`src/rtl/nn_punto_fijo_pkg.sv`:
```
// Shared fixed-point constants and FSM encoding for the neuron MAC sequencer.
package nn_punto_fijo_pkg;

    localparam int unsigned WIDTH     = 24;
    localparam int unsigned MAGNITUD  = 4;
    localparam int unsigned PRECISION = 19;
    localparam int unsigned SIGNO     = 1;

    localparam logic signed [WIDTH-1:0] Q_MAX = {1'b0, {(WIDTH-1){1'b1}}};
    localparam logic signed [WIDTH-1:0] Q_MIN = {1'b1, {(WIDTH-1){1'b0}}};
    localparam logic signed [WIDTH-1:0] Q_ONE =
        {{(WIDTH-PRECISION-1){1'b0}}, 1'b1, {PRECISION{1'b0}}};

    localparam logic [1:0] S_IDLE  = 2'd0;
    localparam logic [1:0] S_PRIME = 2'd1;
    localparam logic [1:0] S_MAC   = 2'd2;
    localparam logic [1:0] S_DONE  = 2'd3;

endpackage

```
`src/rtl/neurona_mac_secuenciador_if.sv`:
```
// Bundle of controller, memory and multiplier signals around one neuron sequencer.
interface neurona_mac_secuenciador_if #(
    parameter int unsigned Width   = nn_punto_fijo_pkg::WIDTH,
    parameter int unsigned NInputs = 8
);
    localparam int unsigned AW = $clog2(NInputs);

    logic              start;
    logic [Width-1:0]  bias_in;
    logic [AW-1:0]     mem_addr;
    logic [Width-1:0]  In_data;
    logic [Width-1:0]  Coeff_data;
    logic              mul_en;
    logic [Width-1:0]  mul_a;
    logic [Width-1:0]  mul_b;
    logic [Width-1:0]  mul_out;
    logic              mul_err;
    logic              busy;
    logic              done;
    logic [Width-1:0]  result_out;
    logic              err_out;

    // sequencer side
    modport slave (
        input  start, bias_in, In_data, Coeff_data, mul_out, mul_err,
        output mem_addr, mul_en, mul_a, mul_b, busy, done, result_out, err_out
    );

    // layer controller, memories and multiplier side
    modport master (
        output start, bias_in, In_data, Coeff_data, mul_out, mul_err,
        input  mem_addr, mul_en, mul_a, mul_b, busy, done, result_out, err_out
    );

endinterface

```
`src/rtl/sumador_saturado.sv`:
```
// Two's complement adder that clamps to the representable range and flags the clamp.
module sumador_saturado
    import nn_punto_fijo_pkg::*;
#(
    parameter int unsigned Width = WIDTH
) (
    input  logic signed [Width-1:0] a,
    input  logic signed [Width-1:0] b,
    output logic signed [Width-1:0] sum_c,
    output logic                    sat_c
);

    localparam logic [Width-1:0] SAT_MAX = {1'b0, {(Width-1){1'b1}}};
    localparam logic [Width-1:0] SAT_MIN = {1'b1, {(Width-1){1'b0}}};

    logic [Width:0] full;

    // one guard bit: overflow shows up as guard != sign
    always_comb begin
        full  = {a[Width-1], a} + {b[Width-1], b};
        sat_c = full[Width] ^ full[Width-1];
        sum_c = full[Width-1:0];
        if (sat_c) begin
            sum_c = full[Width] ? SAT_MIN : SAT_MAX;
        end
    end

endmodule

```
`src/rtl/neurona_mac_secuenciador.sv`:
```
// Neuron evaluation sequencer: bias + sum of NInputs products with saturation.
// Optional NEURONA_RELU_EN: clamp negative results to zero on the output register.
module neurona_mac_secuenciador
    import nn_punto_fijo_pkg::*;
#(
    parameter int unsigned Width     = WIDTH,
    parameter int unsigned Magnitud  = MAGNITUD,
    parameter int unsigned Precision = PRECISION,
    parameter int unsigned Signo     = SIGNO,
    parameter int unsigned NInputs   = 8
) (
    input  logic                        clk,
    input  logic                        rst,
    neurona_mac_secuenciador_if.slave   bus
);

    localparam int unsigned AW = $clog2(NInputs);
    localparam int unsigned IW = AW + 1;
    // accumulator width follows the Q format, which matches the bus word
    localparam int unsigned QW = Signo + Magnitud + Precision;

    localparam logic [IW-1:0] IDX_LAST  = IW'(NInputs);
    localparam logic [AW-1:0] ADDR_LAST = AW'(NInputs - 1);

    logic [1:0]           state_q, state_d;
    logic [IW-1:0]        idx_q, idx_d;
    logic signed [QW-1:0] acc_q, acc_d;
    logic                 err_q, err_d;
    logic [Width-1:0]     result_q, result_d;
    logic [AW-1:0]        addr_q, addr_d;
    logic                 mul_en_q, mul_en_d;
    logic                 busy_q, busy_d;
    logic                 done_q, done_d;

    logic signed [QW-1:0] sum_c;
    logic                 sat_c;
    logic [QW-1:0]        final_c;

    sumador_saturado #(
        .Width (QW)
    ) u_sumador (
        .a     (acc_q),
        .b     (QW'(bus.mul_out)),
        .sum_c (sum_c),
        .sat_c (sat_c)
    );

`ifdef NEURONA_RELU_EN
    assign final_c = sum_c[QW-1] ? '0 : sum_c;
`else
    assign final_c = sum_c;
`endif

    // next state, datapath and next registered outputs
    always_comb begin
        state_d  = state_q;
        idx_d    = idx_q;
        acc_d    = acc_q;
        err_d    = err_q;
        result_d = result_q;
        addr_d   = '0;

        case (state_q)
            S_IDLE: begin
                if (bus.start) begin
                    state_d = S_PRIME;
                    acc_d   = QW'(bus.bias_in);
                    idx_d   = '0;
                    err_d   = 1'b0;
                end
            end
            S_PRIME: begin
                state_d = S_MAC;
                idx_d   = IW'(1);
            end
            S_MAC: begin
                // data on the bus now belongs to element idx-1
                acc_d = sum_c;
                err_d = err_q | bus.mul_err | sat_c;
                if (idx_q == IDX_LAST) begin
                    state_d  = S_DONE;
                    result_d = Width'(final_c);
                end else begin
                    idx_d = idx_q + IW'(1);
                end
            end
            S_DONE: begin
                state_d = S_IDLE;
            end
            default: begin
                state_d = S_IDLE;
            end
        endcase

        if (state_d == S_MAC) begin
            addr_d = (idx_d < IDX_LAST) ? idx_d[AW-1:0] : ADDR_LAST;
        end
        mul_en_d = (state_d == S_MAC);
        busy_d   = (state_d != S_IDLE);
        done_d   = (state_d == S_DONE);
    end

    always_ff @(posedge clk) begin
        if (rst) begin
            state_q  <= S_IDLE;
            idx_q    <= '0;
            acc_q    <= '0;
            err_q    <= 1'b0;
            result_q <= '0;
            addr_q   <= '0;
            mul_en_q <= 1'b0;
            busy_q   <= 1'b0;
            done_q   <= 1'b0;
        end else begin
            state_q  <= state_d;
            idx_q    <= idx_d;
            acc_q    <= acc_d;
            err_q    <= err_d;
            result_q <= result_d;
            addr_q   <= addr_d;
            mul_en_q <= mul_en_d;
            busy_q   <= busy_d;
            done_q   <= done_d;
        end
    end

    assign bus.mem_addr   = addr_q;
    assign bus.mul_en     = mul_en_q;
    assign bus.busy       = busy_q;
    assign bus.done       = done_q;
    assign bus.result_out = result_q;
    assign bus.err_out    = err_q;

    // memory words go straight to the shared multiplier
    assign bus.mul_a = bus.In_data;
    assign bus.mul_b = bus.Coeff_data;

endmodule

```
`src/flat_wrapper.sv`:
```
// flat-port wrapper written by rule: the top's interface ports become plain ports
module neurona_mac_secuenciador_flat import nn_punto_fijo_pkg::*;
#(
    parameter int unsigned Width     = WIDTH,
    parameter int unsigned Magnitud  = MAGNITUD,
    parameter int unsigned Precision = PRECISION,
    parameter int unsigned Signo     = SIGNO,
    parameter int unsigned NInputs   = 8
)
  (clk, rst, bus_start, bus_bias_in, bus_In_data, bus_Coeff_data, bus_mul_out, bus_mul_err, bus_mem_addr, bus_mul_en, bus_mul_a, bus_mul_b, bus_busy, bus_done, bus_result_out, bus_err_out);
  neurona_mac_secuenciador_if #(.Width(Width), .NInputs(NInputs)) bus_i ();
  input  logic clk;
  input  logic rst;
  input wire logic [$bits(bus_i.start)-1:0] bus_start;
  input wire logic [$bits(bus_i.bias_in)-1:0] bus_bias_in;
  input wire logic [$bits(bus_i.In_data)-1:0] bus_In_data;
  input wire logic [$bits(bus_i.Coeff_data)-1:0] bus_Coeff_data;
  input wire logic [$bits(bus_i.mul_out)-1:0] bus_mul_out;
  input wire logic [$bits(bus_i.mul_err)-1:0] bus_mul_err;
  output wire logic [$bits(bus_i.mem_addr)-1:0] bus_mem_addr;
  output wire logic [$bits(bus_i.mul_en)-1:0] bus_mul_en;
  output wire logic [$bits(bus_i.mul_a)-1:0] bus_mul_a;
  output wire logic [$bits(bus_i.mul_b)-1:0] bus_mul_b;
  output wire logic [$bits(bus_i.busy)-1:0] bus_busy;
  output wire logic [$bits(bus_i.done)-1:0] bus_done;
  output wire logic [$bits(bus_i.result_out)-1:0] bus_result_out;
  output wire logic [$bits(bus_i.err_out)-1:0] bus_err_out;
  assign bus_i.start = bus_start;
  assign bus_i.bias_in = bus_bias_in;
  assign bus_i.In_data = bus_In_data;
  assign bus_i.Coeff_data = bus_Coeff_data;
  assign bus_i.mul_out = bus_mul_out;
  assign bus_i.mul_err = bus_mul_err;
  assign bus_mem_addr = bus_i.mem_addr;
  assign bus_mul_en = bus_i.mul_en;
  assign bus_mul_a = bus_i.mul_a;
  assign bus_mul_b = bus_i.mul_b;
  assign bus_busy = bus_i.busy;
  assign bus_done = bus_i.done;
  assign bus_result_out = bus_i.result_out;
  assign bus_err_out = bus_i.err_out;
  neurona_mac_secuenciador #(.Width(Width), .Magnitud(Magnitud), .Precision(Precision), .Signo(Signo), .NInputs(NInputs)) u_core (.clk(clk), .rst(rst), .bus(bus_i));
endmodule
```
`config.mk`:
```
export PLATFORM = sky130hd
export DESIGN_NAME = neurona_mac_secuenciador_flat
export DESIGN_NICKNAME = d
export VERILOG_FILES = /design/src/rtl/nn_punto_fijo_pkg.sv /design/src/rtl/neurona_mac_secuenciador_if.sv /design/src/rtl/sumador_saturado.sv /design/src/rtl/neurona_mac_secuenciador.sv /design/src/flat_wrapper.sv
export SDC_FILE = /design/constraint.sdc
export NUM_CORES = 1
export LEC_CHECK = 0
export BUFFER_PORTS_ARGS = -buffer_cell sky130_fd_sc_hd__buf_2
export CORE_ASPECT_RATIO = 0.9
export CORE_MARGIN = 2
export CORE_UTILIZATION = 34
export CTS_CLUSTER_SIZE = 14
export DETAILED_ROUTE_END_ITERATION = 8
export RECOVER_POWER = 50
export SYNTH_ARGS = -nofsm -noshare
export SYNTH_HDL_FRONTEND = slang
export SYNTH_SLANG_ARGS = --single-unit
```
`constraint.sdc`:
```
create_clock -name clk -period 4.5 [get_ports clk]
set_clock_uncertainty 0.15 [all_clocks]
set_input_delay 1.35 -clock clk [delete_from_list [all_inputs] [get_ports clk]]
set_output_delay 1.35 -clock clk [all_outputs]
set_load 0.05 [all_outputs]
```
==> impl_metrics.yaml, run 1 <==
sta:
  setup_ws_ns: 0.402
  final_max_slew_viol_count: 39
  hold_viol: 0
  timing.fmax_mhz: 244
  finalSetupViolations: 0
  period_needed_ns: 4.10
  maxSlewHeadroom_pct: -31.7
  rsz0062_at_grt: "false"
  setup_tns_ns: 0
  tightest_slew_ns: 1.97
  fin_crit_sh_pct: 91.1
floorplan:
  core_um2: 12200
  fp.dieH_um: 111
  die_width_um: 123
  dieArea_um2: 13600
  ioPinCount: 179
  num_rows: 38
  start_util_pct: 35.2
clocking:
  clockBufferDepth: 2
  cts_inserted_buffers: 9
  cts_htree_levels: 3
  cts-root-buf: "clkbuf_16"
  clock_latency_ns: 0.33
  hold_buffers: 0
  clk_pin_slew_ns: 0.05
  cts_tree: "yes"
  cts.sinks: 61
detailed_routing:
  antenna_left: 0
  wirelength_um: 12800
  drt_iter0_markers: 228
  wl_per_cell_um: 17.2
  drc: 0
  vias_per_cell: 5.49
  vias: 4072
  dr.pass1.iters: 5
yosys:
  yosysWarnings: 0
  yosysSeqAreaShare_pct: 28.4
  avgSynthCellArea_um2: 7.85
  synth-main-ff-cell: "dfxtp_1"
  synth_area_um2: 4300
  synth_area_leader_cell: "dfxtp_1"
  synth_nets: 679
  syn_inst: 548
  ys_seq_elements: 61
  synth_enable_flop_cells: 0
  synth_top_area_share_pct: 28.4
  synth_cell_types: 57
  ys_async_sr_fraction_pct: 0
  synthTopCellsByArea: "dfxtp_1, ha_1, buf_4, nand2_1, a21oi_1"
worst_setup_path:
  cp.depth: 12
  worstPathRequired_ns: 4.47
  crit_chain: "buf_2 -> ha_1 -> inv_1 -> fa_1 -> nand2b_1 -> a21oi_1 -> o31ai_1 -> o211ai_1 -> o22ai_1 -> nor2_1 -> o21ai_0 -> a311oi_1"
  crit_arrival_ns: 4.07
  r2r_end: "u_core.acc_q[23]$_SDFFE_PP0P_"
  reg2reg_setup_slack_ns: 1.15
  critPathLaunch: "bus_mul_out[0]"
  crit_path_start_kind: "primary input"
  path_buf_inv: 2
  critPathCaptureType: "flop"
  endpoint: "u_core.acc_q[2]$_SDFFE_PP0P_"
  crit_family: "compound AO/OA/AOI/OAI gates"
  crit_slowest_cell: "o22ai_1"
  rr_worst_depth: 7
  slowest_delay_ns: 0.50
  timing.rr.start: "u_core.state_q[0]$_SDFF_PP0_"
  crit_fanout: 7
  critPathKind: "in -> reg"
global_route:
  grt_start_max_net_pins: 39
  grt_pass1_vias: 3952
  gr-usage-all-layers_pct: 18.7
  overflow: 0
  antenna_found_initial: 0
  grt_pass1_wl_um: 20000
job:
  timing.max_cap.violations: 1
placed_design:
  gp_congestion: 0.891
  hpwl_um: 9640
  port_buffers: 82
  place_ws_ns: -0.0764
  dpl_cell_area_um2: 4510
power_and_ir_drop:
  worst_ir_drop_vdd_uv: 209
  p_leak_nw: 2.02
  cellPowerDensity_nw_per_um2: 622
finish:
  drive_above_1_share_pct: 14.9
  area_growth_pct: 11.2
  post-route-util_pct: 39.1
  fin_area_um2: 4780
  nets: 709
  diodes: 0
  fill_cells: 1295
outcome:
  status: "finished, violations left"
  violations: "capacitance limit, slew limit"
hold_path:
  min_path_type: "reg -> reg"
==> registers in the layout, indices dropped and copies added (netlist names) <==
name                   count
u_core.acc_q              24
u_core.bus.mul_en          1
u_core.bus.done            1
u_core.idx_q               4
u_core.bus.busy            1
u_core.bus.mem_addr        3
u_core.bus.err_out         1
u_core.state_q             2
u_core.bus.result_out     24
==> logic make-up after synthesis <==
kind of cell / count (synthesis) / synth area share (%)
compound gates: 186 / 28.1
simple gates: 162 / 17.8
buf+inv: 87 / 12.2
flops: 61 / 28.4
fa+ha+maj: 31 / 9.19
xor+xnor: 21 / 4.28
==> how the worst min path moves through the flow <==
stage | start | endpoint | slack, ns | depth (start not counted)
CTS | u_core.bus.result_out[8]$_SDFFE_PP0P_ | u_core.bus.result_out[8]$_SDFFE_PP0P_ | 0.29 | 2
global placement | u_core.bus.result_out[0]$_SDFFE_PP0P_ | u_core.bus.result_out[0]$_SDFFE_PP0P_ | 0.28 | 2
detailed placement | u_core.bus.result_out[8]$_SDFFE_PP0P_ | u_core.bus.result_out[8]$_SDFFE_PP0P_ | 0.28 | 2
finish | u_core.bus.result_out[8]$_SDFFE_PP0P_ | u_core.bus.result_out[8]$_SDFFE_PP0P_ | 0.29 | 2
floorplan | u_core.acc_q[23]$_SDFFE_PP0P_ | u_core.acc_q[23]$_SDFFE_PP0P_ | 0.29 | 2
global route | u_core.bus.result_out[1]$_SDFFE_PP0P_ | u_core.bus.result_out[1]$_SDFFE_PP0P_ | 0.31 | 2
==> timing repair <==
action	4_1_cts	5_1_grt
endpoints found under the hold margin	0	0
gates resized for setup	0	1
endpoints found under the setup margin	0	9
setup buffers	0	0
==> power by group <==
group	internal, W	switching, W	leakage, nW
combinational	0.000556	0.00101	1.37
sequential	0.000648	0.0000660	0.497
clock	0.000453	0.000246	0.147
total	0.00166	0.00132	2.02
==> area by class of cell <==
| class | instances | area (um2) | area share [%] |
|---|---|---|---|
| timing repair buffer | 92 | 445 | 9.31 |
| clock inverter | 4 | 47.5 | 0.994 |
| multi-input combinational | 400 | 2560 | 53.6 |
| inverter | 14 | 52.6 | 1.10 |
| tap | 160 | 200 | 4.19 |
| sequential | 61 | 1220 | 25.5 |
| clock buffer | 11 | 253 | 5.29 |
==> through the flow <==
stage	hold slack, ns	instances	power (W)
global route	0.312	742	0.00317
global placement	0.280	727	0.00223
finish	0.290	742	0.00297
detailed placement	0.285	727	0.00225
floorplan	0.286	548	0.00197
CTS	0.293	742	0.00297
==> synthesized netlist by cell type, types with 3 or more instances <==
cell	n
nand2_1	62
dfxtp_1	61
buf_4	48
nor2_1	45
a21oi_1	41
o21ai_0	34
ha_1	30
a211oi_1	22
clkbuf_1	18
o21ai_1	18
inv_1	13
a21o_1	11
xnor2_1	11
xor2_1	10
a221oi_1	8
nand2b_1	8
o211ai_1	7
o22ai_1	7
nor2b_1	6
o21a_1	6
or3_1	6
a31oi_1	5
and3_1	5
nand3_1	5
nand4_1	5
a22o_1	4
and2_1	4
buf_2	4
nor3_1	4
o221a_1	4
a21boi_1	3
or2_2	3
==> layout by cell type, fill, tap and decap left out, types with 3 or more instances in the layout <==
cell	instances
a211oi_1	22
a21boi_1	3
a21o_1	11
a21oi_1	41
a221oi_1	8
a22o_1	4
a31oi_1	5
and3_1	5
buf_2	50
buf_4	10
clkbuf_1	32
clkbuf_16	9
dfxtp_1	61
ha_1	30
inv_1	13
nand2_1	62
nand2b_1	8
nand3_1	5
nand4_1	5
nor2_1	45
nor2b_1	6
nor3_1	4
o211ai_1	7
o21a_1	6
o21ai_0	34
o21ai_1	18
o221a_1	4
o22ai_1	7
or2_2	3
or3_1	6
xnor2_1	11
xor2_1	10
==> worst register-to-register path, delay by kind of cell (launching register included) <==
| kind | cells | cell delay [ns] |
|---|---|---|
| simple gates | 1 | 0.52 |
| buf+inv | 3 | 1.00 |
| flops | 1 | 0.33 |
| fa+ha+maj | 1 | 0.53 |
| compound gates | 2 | 0.72 |
==> metal layers <==
| metal | wire (um) | track usage [%] |
|---|---|---|
| met1 | 5860 | 24.8 |
| met2 | 5780 | 29.4 |
| met3 | 829 | 4.37 |
| met4 | 289 | 6.74 |
| met5 | 0 | 0 |
No activity file was read; power rests on OpenSTA's default activity.
==> run 2, diff against run 1 <==
--- a/config.mk
+++ b/config.mk
@@ -12,6 +12,7 @@
 export CTS_CLUSTER_SIZE = 14
 export DETAILED_ROUTE_END_ITERATION = 8
 export RECOVER_POWER = 50
+export REMOVE_ABC_BUFFERS = 1
 export SYNTH_ARGS = -nofsm -noshare
 export SYNTH_HDL_FRONTEND = slang
 export SYNTH_SLANG_ARGS = --single-unit
==> impl_metrics.yaml, run 2 (same netlist as run 1, synthesis figures left out) <==
finish:
  area_growth_pct: 11.1
  stdcell_count: 743
  nets: 709
  fill_cells: 1281
  diodes: 0
  layout_commonest_cell: "nand2_1"
  drive_above_1_share_pct: 15.1
  post-route-util_pct: 39.1
  mostFrequentLayoutCells: "nand2_1, dfxtp_1, buf_2, nor2_1, a21oi_1"
global_route:
  grt_pass1_vias: 3967
  grt_pass1_wl_um: 22900
  overflow: 0
  antenna_found_initial: 0
  grt_start_max_net_pins: 39
  gr-usage-all-layers_pct: 22.2
placed_design:
  gp_congestion: 0.901
  port_buffers: 82
  dp.cells: 727
  hpwl_um: 11400
floorplan:
  start_util_pct: 35.2
  dieArea_um2: 13600
  die_width_um: 123
  num_rows: 38
  core_um2: 12200
  fp.dieH_um: 111
  ioPinCount: 179
sta:
  fin_crit_sh_pct: 91.7
  rsz0062_at_grt: "false"
  setup_tns_ns: 0
  tightest_slew_ns: 1.36
  hold_viol: 0
  hold_slack_ns: 0.294
  period_needed_ns: 4.13
  maxSlewHeadroom_pct: 9.36
  final_max_slew_viol_count: 0
  timing.fmax_mhz: 242
  finalSetupViolations: 0
detailed_routing:
  drc: 0
  drt_iter0_markers: 283
  vias: 4196
  wl_per_cell_um: 20.2
  dr.pass1.iters: 5
  vias_per_cell: 5.65
  antenna_left: 0
  wirelength_um: 15000
worst_setup_path:
  crit_fanout: 11
  crit_arrival_ns: 4.14
  crit_slowest_cell: "nor2_1"
  crit_path_start_kind: "primary input"
  reg2reg_setup_slack_ns: 0.91
  crit_chain: "buf_2 -> ha_1 -> a211oi_1 -> o21ai_1 -> o2111ai_1 -> a21oi_1 -> o21ai_1 -> nand2_1 -> nor2_1 -> a211oi_1"
  critPathCaptureType: "flop"
  critPathKind: "in -> reg"
  rr_worst_depth: 7
  slowest_delay_ns: 0.56
  critPathLaunch: "bus_mul_out[1]"
  r2r_end: "u_core.acc_q[7]$_SDFFE_PP0P_"
  timing.rr.start: "u_core.state_q[0]$_SDFF_PP0_"
  worstPathRequired_ns: 4.52
power_and_ir_drop:
  power_frac_seq_pct: 23.9
  cellPowerDensity_nw_per_um2: 620
  power_switching_share_pct: 44.4
  power_frac_clock_pct: 23.7
  p_int_w: 0.00165
  p_switching_w: 0.00132
  comb_power_share_pct: 52.3
  p_leak_nw: 2.01
  worst_ir_drop_vdd_uv: 266
job:
  timing.max_cap.violations: 0
hold_path:
  min-delay-start: "u_core.bus.result_out[8]$_SDFFE_PP0P_"
  holdPathStages: 2
  min_path_type: "reg -> reg"
  min_to: "u_core.bus.result_out[8]$_SDFFE_PP0P_"
clocking:
  cts.sinks: 61
  hold_buffers: 0
  cts_htree_levels: 3
  cts-root-buf: "clkbuf_16"
  clockBufferDepth: 2
  clock_latency_ns: 0.33
  clk_pin_slew_ns: 0.06
  cts_tree: "yes"
  cts_inserted_buffers: 9
outcome:
  status: "finished, final reports clean"
## run 2: cell types whose count changed in the layout (fill, tap and decap cells not counted), sizes merged
cell / delta
clkinvlp: +2
buf: -1
## run 2: timing repair
action                                  CTS  global route
buffers inserted                          0             0
endpoints found under the setup margin    0             7
resized for setup                         0             1
## run 2: critical path: cells and delay by family
kind	cells	cell delay (ns)
simple gates	2	0.83
buf+inv	1	0.11
compound gates	6	1.54
fa+ha+maj	1	0.31
## run 2: how the worst max path moves through the flow
| stage | slack, ns | cells past startpoint | endpoint |
|---|---|---|---|
| 2_1_floorplan | 0.58 | 11 | u_core.acc_q[15]$_SDFFE_PP0P_ |
| 3_3_place_gp | 0.03 | 12 | u_core.bus.result_out[14]$_SDFFE_PP0P_ |
| 3_5_place_dp | -0.22 | 12 | u_core.bus.result_out[14]$_SDFFE_PP0P_ |
| 4_1_cts | 0.12 | 12 | u_core.bus.result_out[14]$_SDFFE_PP0P_ |
| 5_1_grt | 0.04 | 10 | u_core.bus.result_out[18]$_SDFFE_PP0P_ |
| 6_report | 0.37 | 10 | u_core.bus.result_out[15]$_SDFFE_PP0P_ |
## run 2: through the flow
stage / setup slack, ns / total power [W] / area, um2
2_1_floorplan: 0.583 / 0.00182 / 3830
3_3_place_gp: 0.0298 / 0.00222 / 4510
3_5_place_dp: -0.218 / 0.00224 / 4510
4_1_cts: 0.116 / 0.00296 / 4810
5_1_grt: 0.0396 / 0.00318 / 4780
6_report: 0.375 / 0.00296 / 4780
## run 2: area by class of cell
| type | count | area [um2] | share of cell area (%) |
|---|---|---|---|
| multi-input cells | 400 | 2570 | 53.7 |
| repair buffers | 92 | 439 | 9.19 |
| clock inverters | 6 | 62.6 | 1.31 |
| clock buffers | 10 | 239 | 5.00 |
| inverters | 14 | 52.6 | 1.10 |
| well taps | 160 | 200 | 4.19 |
| flip-flops and latches | 61 | 1220 | 25.5 |
## run 2: power by group through the flow
stage	Clock (W)	Sequential, W	Combinational [W]
3_5_place_dp	0	0.000719	0.00153
2_1_floorplan	0	0.000751	0.00107
5_1_grt	0.000742	0.000723	0.00172
4_1_cts	0.000712	0.000708	0.00154
3_3_place_gp	0	0.000715	0.00151
6_report	0.000703	0.000709	0.00155
## run 2: routing by layer
| layer | routed length [um] | global-route usage [%] | up-vias |
|---|---|---|---|
| met4 | 121 | 4.29 | 2 |
| met3 | 1710 | 11.5 | 10 |
| met2 | 6130 | 30.1 | 220 |
| met1 | 6970 | 30.6 | 1979 |
| met5 | 77 | 5.08 | - |
| li1 | - | - | 1985 |
